$ cat src/rtl/nibbler_pkg.sv
// Shared types and ALU control codes for the nibbler control sequencer.
// The 6-bit ALU codes are packed as {carryIn, mode, func[3:0]}.
package nibbler_pkg;

    typedef enum logic [1:0] {
        ST_FETCH  = 2'd0,
        ST_DECODE = 2'd1,
        ST_EXEC   = 2'd2,
        ST_HALT   = 2'd3
    } state_e;

    typedef enum logic [3:0] {
        OP_NOP  = 4'h0,
        OP_LIT  = 4'h1,
        OP_ADDI = 4'h2,
        OP_SUBI = 4'h3,
        OP_NORI = 4'h4,
        OP_CMPI = 4'h5,
        OP_OUT  = 4'h6,
        OP_JZ   = 4'h8,
        OP_JNZ  = 4'h9,
        OP_HALT = 4'hF
    } opcode_e;

    localparam logic [5:0] ALU_PASS_A = 6'b1_0_0000;
    localparam logic [5:0] ALU_PASS_B = 6'b0_1_1010;
    localparam logic [5:0] ALU_ADD    = 6'b1_0_1001;
    localparam logic [5:0] ALU_SUB    = 6'b0_0_0110;
    localparam logic [5:0] ALU_NOR    = 6'b0_1_0001;

    // Opcodes whose ALU result is written back to the accumulator.
    function automatic logic writes_acc(input opcode_e op);
        return (op == OP_LIT) || (op == OP_ADDI) ||
               (op == OP_SUBI) || (op == OP_NORI);
    endfunction

    // Opcodes whose ALU result refreshes the zero flag (CMPI compares only).
    function automatic logic updates_flag(input opcode_e op);
        return writes_acc(op) || (op == OP_CMPI);
    endfunction

endpackage

$ cat src/rtl/control_sequencer_if.sv
// Instruction-fetch handshake plus the ALU/datapath control bus of the sequencer.
// The master side is the sequencer; the slave side is the instruction source and datapath.
interface control_sequencer_if;
    logic       instrValid;
    logic [7:0] instr;
    logic       instrReady;
    logic [7:0] pc;
    logic       carryIn;
    logic       mode;
    logic [3:0] func;
    logic [3:0] immOut;
    logic [3:0] aluOut;
    logic       accLoad;
    logic       outStrobe;
    logic       zeroFlag;
    logic       halted;

    modport master (
        input  instrValid, instr, aluOut,
        output instrReady, pc, carryIn, mode, func, immOut,
               accLoad, outStrobe, zeroFlag, halted
    );

    modport slave (
        output instrValid, instr, aluOut,
        input  instrReady, pc, carryIn, mode, func, immOut,
               accLoad, outStrobe, zeroFlag, halted
    );
endinterface

$ cat src/rtl/alu_code_decoder.sv
// Combinational opcode-to-ALU-control table; unknown opcodes fall back to pass A.
module alu_code_decoder
    import nibbler_pkg::*;
(
    input  opcode_e    opcode,
    output logic [5:0] alu_code
);

    // Map each opcode onto its {carryIn, mode, func} control word.
    always_comb begin
        alu_code = ALU_PASS_A;
        case (opcode)
            OP_LIT:  alu_code = ALU_PASS_B;
            OP_ADDI: alu_code = ALU_ADD;
            OP_SUBI: alu_code = ALU_SUB;
            OP_NORI: alu_code = ALU_NOR;
            OP_CMPI: alu_code = ALU_SUB;
            default: alu_code = ALU_PASS_A;
        endcase
    end

endmodule

$ cat src/rtl/control_sequencer.sv
// Nibbler control sequencer: FETCH/DECODE/EXEC/HALT FSM driving a 4-bit ALU datapath.
// Optional feature macro NIBBLER_BRANCH_EN enables the JZ/JNZ conditional branches;
// without it those opcodes execute as NOPs and no branch logic is built.
// All outputs come straight from flops, computed one cycle ahead from the next state.
module control_sequencer
    import nibbler_pkg::*;
(
    input  logic               clk,
    input  logic               reset,
    control_sequencer_if.master bus
);

    state_e     state_q, state_d;
    opcode_e    opcode_q, opcode_d;
    logic [3:0] imm_q, imm_d;
    logic [7:0] pc_q, pc_d;
    logic       zero_flag_q, zero_flag_d;
    logic [5:0] alu_ctrl_q, alu_ctrl_d;
    logic       acc_load_q, acc_load_d;
    logic       out_strobe_q, out_strobe_d;
    logic       instr_ready_q, instr_ready_d;
    logic       halted_q, halted_d;
    logic       handshake;
    logic [5:0] dec_code;

    // The decoder looks at the next opcode so the control word is ready in DECODE.
    alu_code_decoder u_decoder (
        .opcode   (opcode_d),
        .alu_code (dec_code)
    );

    // Next-state, program counter, flag and registered-output computation.
    always_comb begin
        state_d       = state_q;
        opcode_d      = opcode_q;
        imm_d         = imm_q;
        pc_d          = pc_q;
        zero_flag_d   = zero_flag_q;
        handshake     = instr_ready_q && bus.instrValid;

        case (state_q)
            ST_FETCH: begin
                if (handshake) begin
                    state_d  = ST_DECODE;
                    opcode_d = opcode_e'(bus.instr[7:4]);
                    imm_d    = bus.instr[3:0];
                end
            end
            ST_DECODE: begin
                state_d = ST_EXEC;
            end
            ST_EXEC: begin
                state_d = (opcode_q == OP_HALT) ? ST_HALT : ST_FETCH;
                if (updates_flag(opcode_q)) begin
                    zero_flag_d = (bus.aluOut == 4'h0);
                end
                pc_d = pc_q + 8'd1;
`ifdef NIBBLER_BRANCH_EN
                if (((opcode_q == OP_JZ) && zero_flag_q) ||
                    ((opcode_q == OP_JNZ) && !zero_flag_q)) begin
                    pc_d = {imm_q, 4'h0};
                end
`endif
            end
            ST_HALT: begin
                state_d = ST_HALT;
            end
            default: begin
                state_d = ST_FETCH;
            end
        endcase

        instr_ready_d = (state_d == ST_FETCH);
        halted_d      = (state_d == ST_HALT);
        alu_ctrl_d    = ((state_d == ST_DECODE) || (state_d == ST_EXEC)) ? dec_code : ALU_PASS_A;
        acc_load_d    = (state_d == ST_EXEC) && writes_acc(opcode_d);
        out_strobe_d  = (state_d == ST_EXEC) && (opcode_d == OP_OUT);
    end

    // State and output registers; reset wins over every transition.
    always_ff @(posedge clk) begin
        if (reset) begin
            state_q       <= ST_FETCH;
            opcode_q      <= OP_NOP;
            imm_q         <= 4'h0;
            pc_q          <= 8'h00;
            zero_flag_q   <= 1'b0;
            alu_ctrl_q    <= ALU_PASS_A;
            acc_load_q    <= 1'b0;
            out_strobe_q  <= 1'b0;
            instr_ready_q <= 1'b1;
            halted_q      <= 1'b0;
        end else begin
            state_q       <= state_d;
            opcode_q      <= opcode_d;
            imm_q         <= imm_d;
            pc_q          <= pc_d;
            zero_flag_q   <= zero_flag_d;
            alu_ctrl_q    <= alu_ctrl_d;
            acc_load_q    <= acc_load_d;
            out_strobe_q  <= out_strobe_d;
            instr_ready_q <= instr_ready_d;
            halted_q      <= halted_d;
        end
    end

    assign bus.instrReady                    = instr_ready_q;
    assign bus.pc                            = pc_q;
    assign {bus.carryIn, bus.mode, bus.func} = alu_ctrl_q;
    assign bus.immOut                        = imm_q;
    assign bus.accLoad                       = acc_load_q;
    assign bus.outStrobe                     = out_strobe_q;
    assign bus.zeroFlag                      = zero_flag_q;
    assign bus.halted                        = halted_q;

endmodule
$ cat src/flat_wrapper.sv
// flat-port wrapper written by rule: the top's interface ports become plain ports
module control_sequencer_flat import nibbler_pkg::*;
  (clk, reset, bus_instrValid, bus_instr, bus_aluOut, bus_instrReady, bus_pc, bus_carryIn, bus_mode, bus_func, bus_immOut, bus_accLoad, bus_outStrobe, bus_zeroFlag, bus_halted);
  control_sequencer_if bus_i ();
  input  logic clk;
  input  logic reset;
  input wire logic [$bits(bus_i.instrValid)-1:0] bus_instrValid;
  input wire logic [$bits(bus_i.instr)-1:0] bus_instr;
  input wire logic [$bits(bus_i.aluOut)-1:0] bus_aluOut;
  output wire logic [$bits(bus_i.instrReady)-1:0] bus_instrReady;
  output wire logic [$bits(bus_i.pc)-1:0] bus_pc;
  output wire logic [$bits(bus_i.carryIn)-1:0] bus_carryIn;
  output wire logic [$bits(bus_i.mode)-1:0] bus_mode;
  output wire logic [$bits(bus_i.func)-1:0] bus_func;
  output wire logic [$bits(bus_i.immOut)-1:0] bus_immOut;
  output wire logic [$bits(bus_i.accLoad)-1:0] bus_accLoad;
  output wire logic [$bits(bus_i.outStrobe)-1:0] bus_outStrobe;
  output wire logic [$bits(bus_i.zeroFlag)-1:0] bus_zeroFlag;
  output wire logic [$bits(bus_i.halted)-1:0] bus_halted;
  assign bus_i.instrValid = bus_instrValid;
  assign bus_i.instr = bus_instr;
  assign bus_i.aluOut = bus_aluOut;
  assign bus_instrReady = bus_i.instrReady;
  assign bus_pc = bus_i.pc;
  assign bus_carryIn = bus_i.carryIn;
  assign bus_mode = bus_i.mode;
  assign bus_func = bus_i.func;
  assign bus_immOut = bus_i.immOut;
  assign bus_accLoad = bus_i.accLoad;
  assign bus_outStrobe = bus_i.outStrobe;
  assign bus_zeroFlag = bus_i.zeroFlag;
  assign bus_halted = bus_i.halted;
  control_sequencer u_core (.clk(clk), .reset(reset), .bus(bus_i));
endmodule
$ cat config.mk
export PLATFORM = sky130hd
export DESIGN_NAME = control_sequencer_flat
export DESIGN_NICKNAME = d
export VERILOG_FILES = /design/src/rtl/nibbler_pkg.sv /design/src/rtl/control_sequencer_if.sv /design/src/rtl/alu_code_decoder.sv /design/src/rtl/control_sequencer.sv /design/src/flat_wrapper.sv
export SDC_FILE = /design/constraint.sdc
export NUM_CORES = 1
export LEC_CHECK = 0
export BUFFER_PORTS_ARGS = -buffer_cell sky130_fd_sc_hd__buf_2
export CELL_PAD_IN_SITES_DETAIL_PLACEMENT = 0
export CELL_PAD_IN_SITES_GLOBAL_PLACEMENT = 1
export CORE_MARGIN = 2
export CORE_UTILIZATION = 42
export CTS_BUF_LIST = sky130_fd_sc_hd__clkbuf_8
export DETAILED_ROUTE_END_ITERATION = 8
export GPL_TIMING_DRIVEN = 0
export PLACE_DENSITY_LB_ADDON = 0.15
export SYNTH_ARGS = -nofsm -noshare
export SYNTH_HDL_FRONTEND = slang
export SYNTH_HIERARCHICAL = 1
export SYNTH_SLANG_ARGS = --single-unit
$ cat constraint.sdc
create_clock -name clk -period 4.6 [get_ports clk]
set_input_delay 1.15 -clock clk [delete_from_list [all_inputs] [get_ports clk]]
set_output_delay 1.15 -clock clk [all_outputs]
set_load 0.01 [all_outputs]
# Word-level counts from Yosys, hierarchy flattened
# Cells that the tools add are included.
# W data, S select, Z words.
dict set report word_totals {
  n_memories 0
  latchBits 0
  output_inout_bits 23
  ram_bits 0
  rom_bits 0
  register_bits 29
}
dict set report classes {
  n_bitwise 1
  n_addsub 1
  n_div 0
  n_shift 0
  n_mux 6
  n_mul 0
  n_reduce_logical 18
  order_cmp 0
  eq_ne 18
}
# operator n
set ops {}
lappend ops {{$pmux W6 S4} 1}
lappend ops {{$eq A4 B3 Y1 const B} 5}
lappend ops {{$eq A4 B2 Y1 const B} 4}
lappend ops {{$add A8 B1 Y8 const B} 1}
lappend ops {{$eq A2 B2 Y1 const B} 4}
lappend ops {{$eq A4 B1 Y1 const B} 2}
lappend ops {{$logic_or A1 B1 Y1} 8}
lappend ops {{$mux W4} 2}
lappend ops {{$pmux W2 S4} 1}
lappend ops {{$eq A2 B1 Y1 const B} 2}
lappend ops {{$eq A4 B4 Y1 const B} 1}
lappend ops {{$logic_not A2 Y1} 2}
lappend ops {{$logic_not A4 Y1} 1}
lappend ops {{$mux W2} 2}
lappend ops {{$reduce_and A2 Y1} 2}
lappend ops {{$reduce_or A2 Y1} 2}
lappend ops {{$logic_and A1 B1 Y1} 3}
lappend ops {{$not A1 Y1} 1}

# Longest topological paths before layout
dict set report depth {
  word_depth 8
  ltp_mapped 7
}

# Modules after synthesis
# Netlist, hierarchy kept.
# module cells_per_inst n_inst area_each_um2 seq_area_each_um2
set by_module_without_submodules {}
lappend by_module_without_submodules {control_sequencer 119 1 1212.4 580.6}
lappend by_module_without_submodules {alu_code_decoder 12 1 77.6 0.0}

# Worst setup path before layout
# OpenSTA, ideal clock, no wires.
dict set report synth_path {
  kind {in2reg}
  startpoint {input port bus_instrValid}
  endpoint {register u_core.alu_ctrl_q[5]}
  slack_ps 1952
  path_stages 7
  arrival_ps 2526
  cell_sequence {nor4bb_4 > buf_6 > mux2i_1 > inv_1 > nand2b_1 > a21o_1 > nand2b_1}
}
dict set report synth_between {
  word_cells_on_any_way 17
}
# element line_no
set synth_lines {}
lappend synth_lines {{from (decl)} flat_wrapper.sv:7} ;# input wire logic [$bits(bus_i.instrValid)-1:0] bus_instrValid;
lappend synth_lines {{$logic_and A1 B1 Y1 *} control_sequencer.sv:39} ;# handshake = instr_ready_q && bus.instrValid;
lappend synth_lines {{$mux W4 *} control_sequencer.sv:43} ;# if (handshake) begin
lappend synth_lines {{$mux W4 *} control_sequencer.sv:41} ;# case (state_q)
lappend synth_lines {{via u_core.opcode_d[1]} control_sequencer.sv:14} ;# opcode_e opcode_q, opcode_d;
lappend synth_lines {{$eq A4 B3 Y1 / $eq A4 B2 Y1 (equally long branches)} alu_code_decoder.sv:12} ;# case (opcode)
lappend synth_lines {{$reduce_or A2 Y1 (no source line)} -}
lappend synth_lines {{$pmux W6 S4 *} alu_code_decoder.sv:12}
lappend synth_lines {{via u_core.dec_code[5]} control_sequencer.sv:24} ;# logic [5:0] dec_code;
lappend synth_lines {{to (signal assigned)} control_sequencer.sv:99} ;# alu_ctrl_q <= alu_ctrl_d;
lappend synth_lines {{to (decl)} control_sequencer.sv:18} ;# logic [5:0] alu_ctrl_q, alu_ctrl_d;
# The timed path passes the listed nets; every way through them passes the cells marked *.
# A chain may end at the register's enable or synchronous reset.

# Worst setup path after layout
# Ends and elaborated chain as after synthesis.

==> results.md <==
- RR Startpoint: u_core/state_q[0]
- Clk network pwr share: 36.2%
- CP Launch Type: input pin
- Max Root-Sink Buffers: 2
- Number of synthesis warnings: 6
- Min-delay worst type: flip-flop to flip-flop
- Layout area overhead: 24.25%
- Number of nets in the layout: 194
- CP required: 4.76 ns
- Vias in the first global route: approximately 1.0k
- Setup violators final: 0
- Most frequent cells in the layout: 37 x buf_2, 29 x dfxtp_1, 15 x nor2_1
- Commonest non-fill, non-tap cell in the layout: buf_2
- Hold_buf cts: 0
- Total track usage: 16.69%
- Drt first pass iters: 4
- Worst-path clk slew: 0.06 ns
- P_sw: 136.7 uW
- First-pass GRT wire length: 4298 um
- Period Utilization, post-route: 56.84%
- Most frequent CP cell: nand2b_1
- Placed inst area: roughly 0.0015 mm2
- Reg2reg end: u_core/alu_ctrl_q[5]
- CP max-delay cell: nor4bb_4
- Final hold violations: 0
- Remaining DRCs: 0
- MaxCap Viol Count: 0
- Post-synth top area share: 45.00%
- Critical Path Sink: u_core/alu_ctrl_q[5]
- Slew @ Worst Pin: 0.4803 ns
- Final antenna-violating net count: 0
- Fin util: a little over half
- Die Ht: about 60 um
- Sequential share of power: between 40% and 50%
- Hpwl dp: 1953 um
- Vias: 1081
- Fill count: 295
- Largest net degree at the start of global routing: 11
- Clock sinks: 29
- Critical Path Max Stage Delay: 0.38 ns
- Die Wd: 59.42 um
- N_diodes: 0
- Synth area leader: dfxtp_1
- Crit path cell chain: buf_2 > nor4bb_4 > buf_6 > mux2i_1 > inv_1 > nand2b_1 > a21o_1 > nand2b_1
- Sw frac: between 20 and 25%
- Post-Syn Area: roughly 0.0013 mm2
- Post-Layout Cell Count: between 200 and 250
- Worst Clk Skew: 0.004492 ns
- Internal power: 420.5 uW
- Worst setup path start: bus_instrValid
- CTS buffer count: 5
- Root Driver: clkbuf_8
- Gp weighted congestion: a little under 0.8
- VDD IR-drop max: 0.2250 mV
- Flop2flop setup slack: 2.54 ns
- Setup TNS: 0 ns
- WL per Instance: 12.30 um
- Die area: approximately 0.0035 mm2
- Tmin final: about 2.6 ns
- CP endpoint kind: flip-flop
- WS Path Type: input pin to flip-flop
- Core region area: 0.002978 mm2
- Syn Nets: 150
- Synth area leaders: dfxtp_1 45%, mux2i_1 5.4%, nor2_1 4.4%, ha_1 3.9%, mux2_2 3.5%
- Number of antenna violations at the first check in global routing: 0
- PnR Total Power: 557.2 uW
- CTS tree: yes
- Syn_area_per_cell: 9.847 um2
- GRT overflow: 0
- Post_cts resized: 0
- DR iter-0 viols: 28
- Number of distinct library cells after synthesis: 37
- Leak: 0.0007243 uW
- Share of layout cells above drive strength 1: 32.00%
- Pins Over Slew Limit: 0
- Worst path arrival time: 2.77 ns
- Cells after DPL: 201
- Crit path depth: 8
- Ports: 38
- Rel. slew slack: 67.98%
- Logic pwr share: 15.1%
- PwrDens: ~350 mW/mm2
- R2R depth: 7
- Buf/Inv on CP: 3
- Area taken by multi-input logic gates: 671.9 um2
- Cell count after synthesis: between 100 and 150
- H-tree levels: 2
- Post-CTS setup repair buffer count: 0
- Fmax: 382.4 MHz
- PortBufs: 37
- Cell area after layout: roughly 0.0016 mm2
- Clk_lat worst skew: 0.27 ns
- CP delay by family, top: simple AND/OR/NAND/NOR gates
- Seq/Total Area, Yosys: 45.00%
- RSZ-0062 raised after global routing: no
- Yosys reg bits: 29
- Register Area: approximately 580 um2
- Vias per cell: 5.197
- Routed WL: 2558 um
- Crit Path Max Fanout: 10
- Status: complete, no violations
- Row Count: 20
- Starting Density: 43.32%
==> power by group through the flow <==
stage                     sequential [uW]  clock (uW)  combinational (uW)
final                                 271         202                84.4
after global routing                  273         220                95.7
after CTS                             271         211                85.7
after detailed placement              277           0                85.4
after global placement                276           0                83.5
after floorplan                       279           0                57.2
==> worst min-delay path by stage <==
stage	end	slack [ns]	cells past startpoint	startpoint
2_1_floorplan	u_core/bus.pc[7]	0.50	2	u_core/bus.pc[7]
3_3_place_gp	u_core/bus.pc[7]	0.46	2	u_core/bus.pc[7]
3_5_place_dp	u_core/bus.pc[7]	0.47	2	u_core/bus.pc[7]
4_1_cts	u_core/bus.pc[7]	0.48	2	u_core/bus.pc[7]
5_1_grt	u_core/bus.pc[7]	0.52	2	u_core/bus.pc[7]
6_report	u_core/bus.pc[7]	0.48	2	u_core/bus.pc[7]
==> stage by stage <==
stage | setup WS (ns) | hold WS [ns]
2_1_floorplan | 1.952 | 0.4959
3_3_place_gp | 1.704 | 0.4633
3_5_place_dp | 1.692 | 0.4716
4_1_cts | 1.975 | 0.4795
5_1_grt | 1.886 | 0.5159
6_report | 1.985 | 0.4771
==> routing by layer <==
metal	track usage, %	vias up	routed length (um)	part of all wire, %
met3	6.550	4	87	3.4
met5	0	-	0	0
met1	18.12	509	1094	43
met4	8.117	0	30	1.2
li1	-	551	-	-
met2	28.10	17	1346	53
==> cells by family (layout without fill, tap and decap cells) <==
| kind of cell | count (synthesis) | after routing | share of synthesized area, % |
|---|---|---|---|
| and+or+nand+nor | 57 | 57 | 26.96 |
| xor gates and xnor gates | 5 | 5 | 3.395 |
| muxes | 11 | 11 | 8.923 |
| AOI/OAI and AO/OA | 17 | 17 | 8.923 |
| buffers and inverters | 8 | 52 | 2.909 |
| adders and majority gates | 4 | 4 | 3.880 |
| DFF | 29 | 29 | 45.01 |
==> final cells by class <==
class	instances	area share, %
repair buffers	37	11.55
flip-flops and latches	29	36.22
clock buffers	6	5.152
multi-input cells	94	41.92
clock inverters	1	0.2342
plain buffers	3	1.171
inverters	5	1.171
well taps	33	2.576
==> registers in the layout (all words and copies together), names as in the netlist <==
signal / flops
u_core/opcode_q: 4
u_core/bus.accLoad: 1
u_core/bus.immOut: 4
u_core/bus.instrReady: 1
u_core/bus.halted: 1
u_core/bus.outStrobe: 1
u_core/state_q: 2
u_core/bus.zeroFlag: 1
u_core/alu_ctrl_q: 6
u_core/bus.pc: 8
==> Yosys cell counts <==
master,n
or3_1,2
and2_1,6
inv_1,5
o21ai_0,3
or4_1,4
buf_1,1
nor2_1,15
a21o_1,1
buf_6,1
nand3_1,1
mux2_2,4
clkbuf_1,1
nand2_1,3
nand4_1,2
nand2b_1,3
or2b_2,1
or2b_1,1
nor3_1,4
or2_2,1
nor4bb_4,1
a41o_2,1
o31ai_1,3
a2111oi_2,1
and2b_2,1
a41oi_1,1
a21oi_1,7
dfxtp_1,29
nand3b_1,2
nand4b_1,1
xor2_1,1
or4b_2,1
or3_2,1
ha_1,4
nor2b_1,6
xnor2_1,4
nor4b_1,1
mux2i_1,7
==> worst min-delay path, stage by stage, from the launching register on <==
cell and delay (ns):
dfxtp_1 0.31, o31ai_1 0.06, a21oi_1 0.05
No activity file was read; power rests on OpenSTA's default activity.
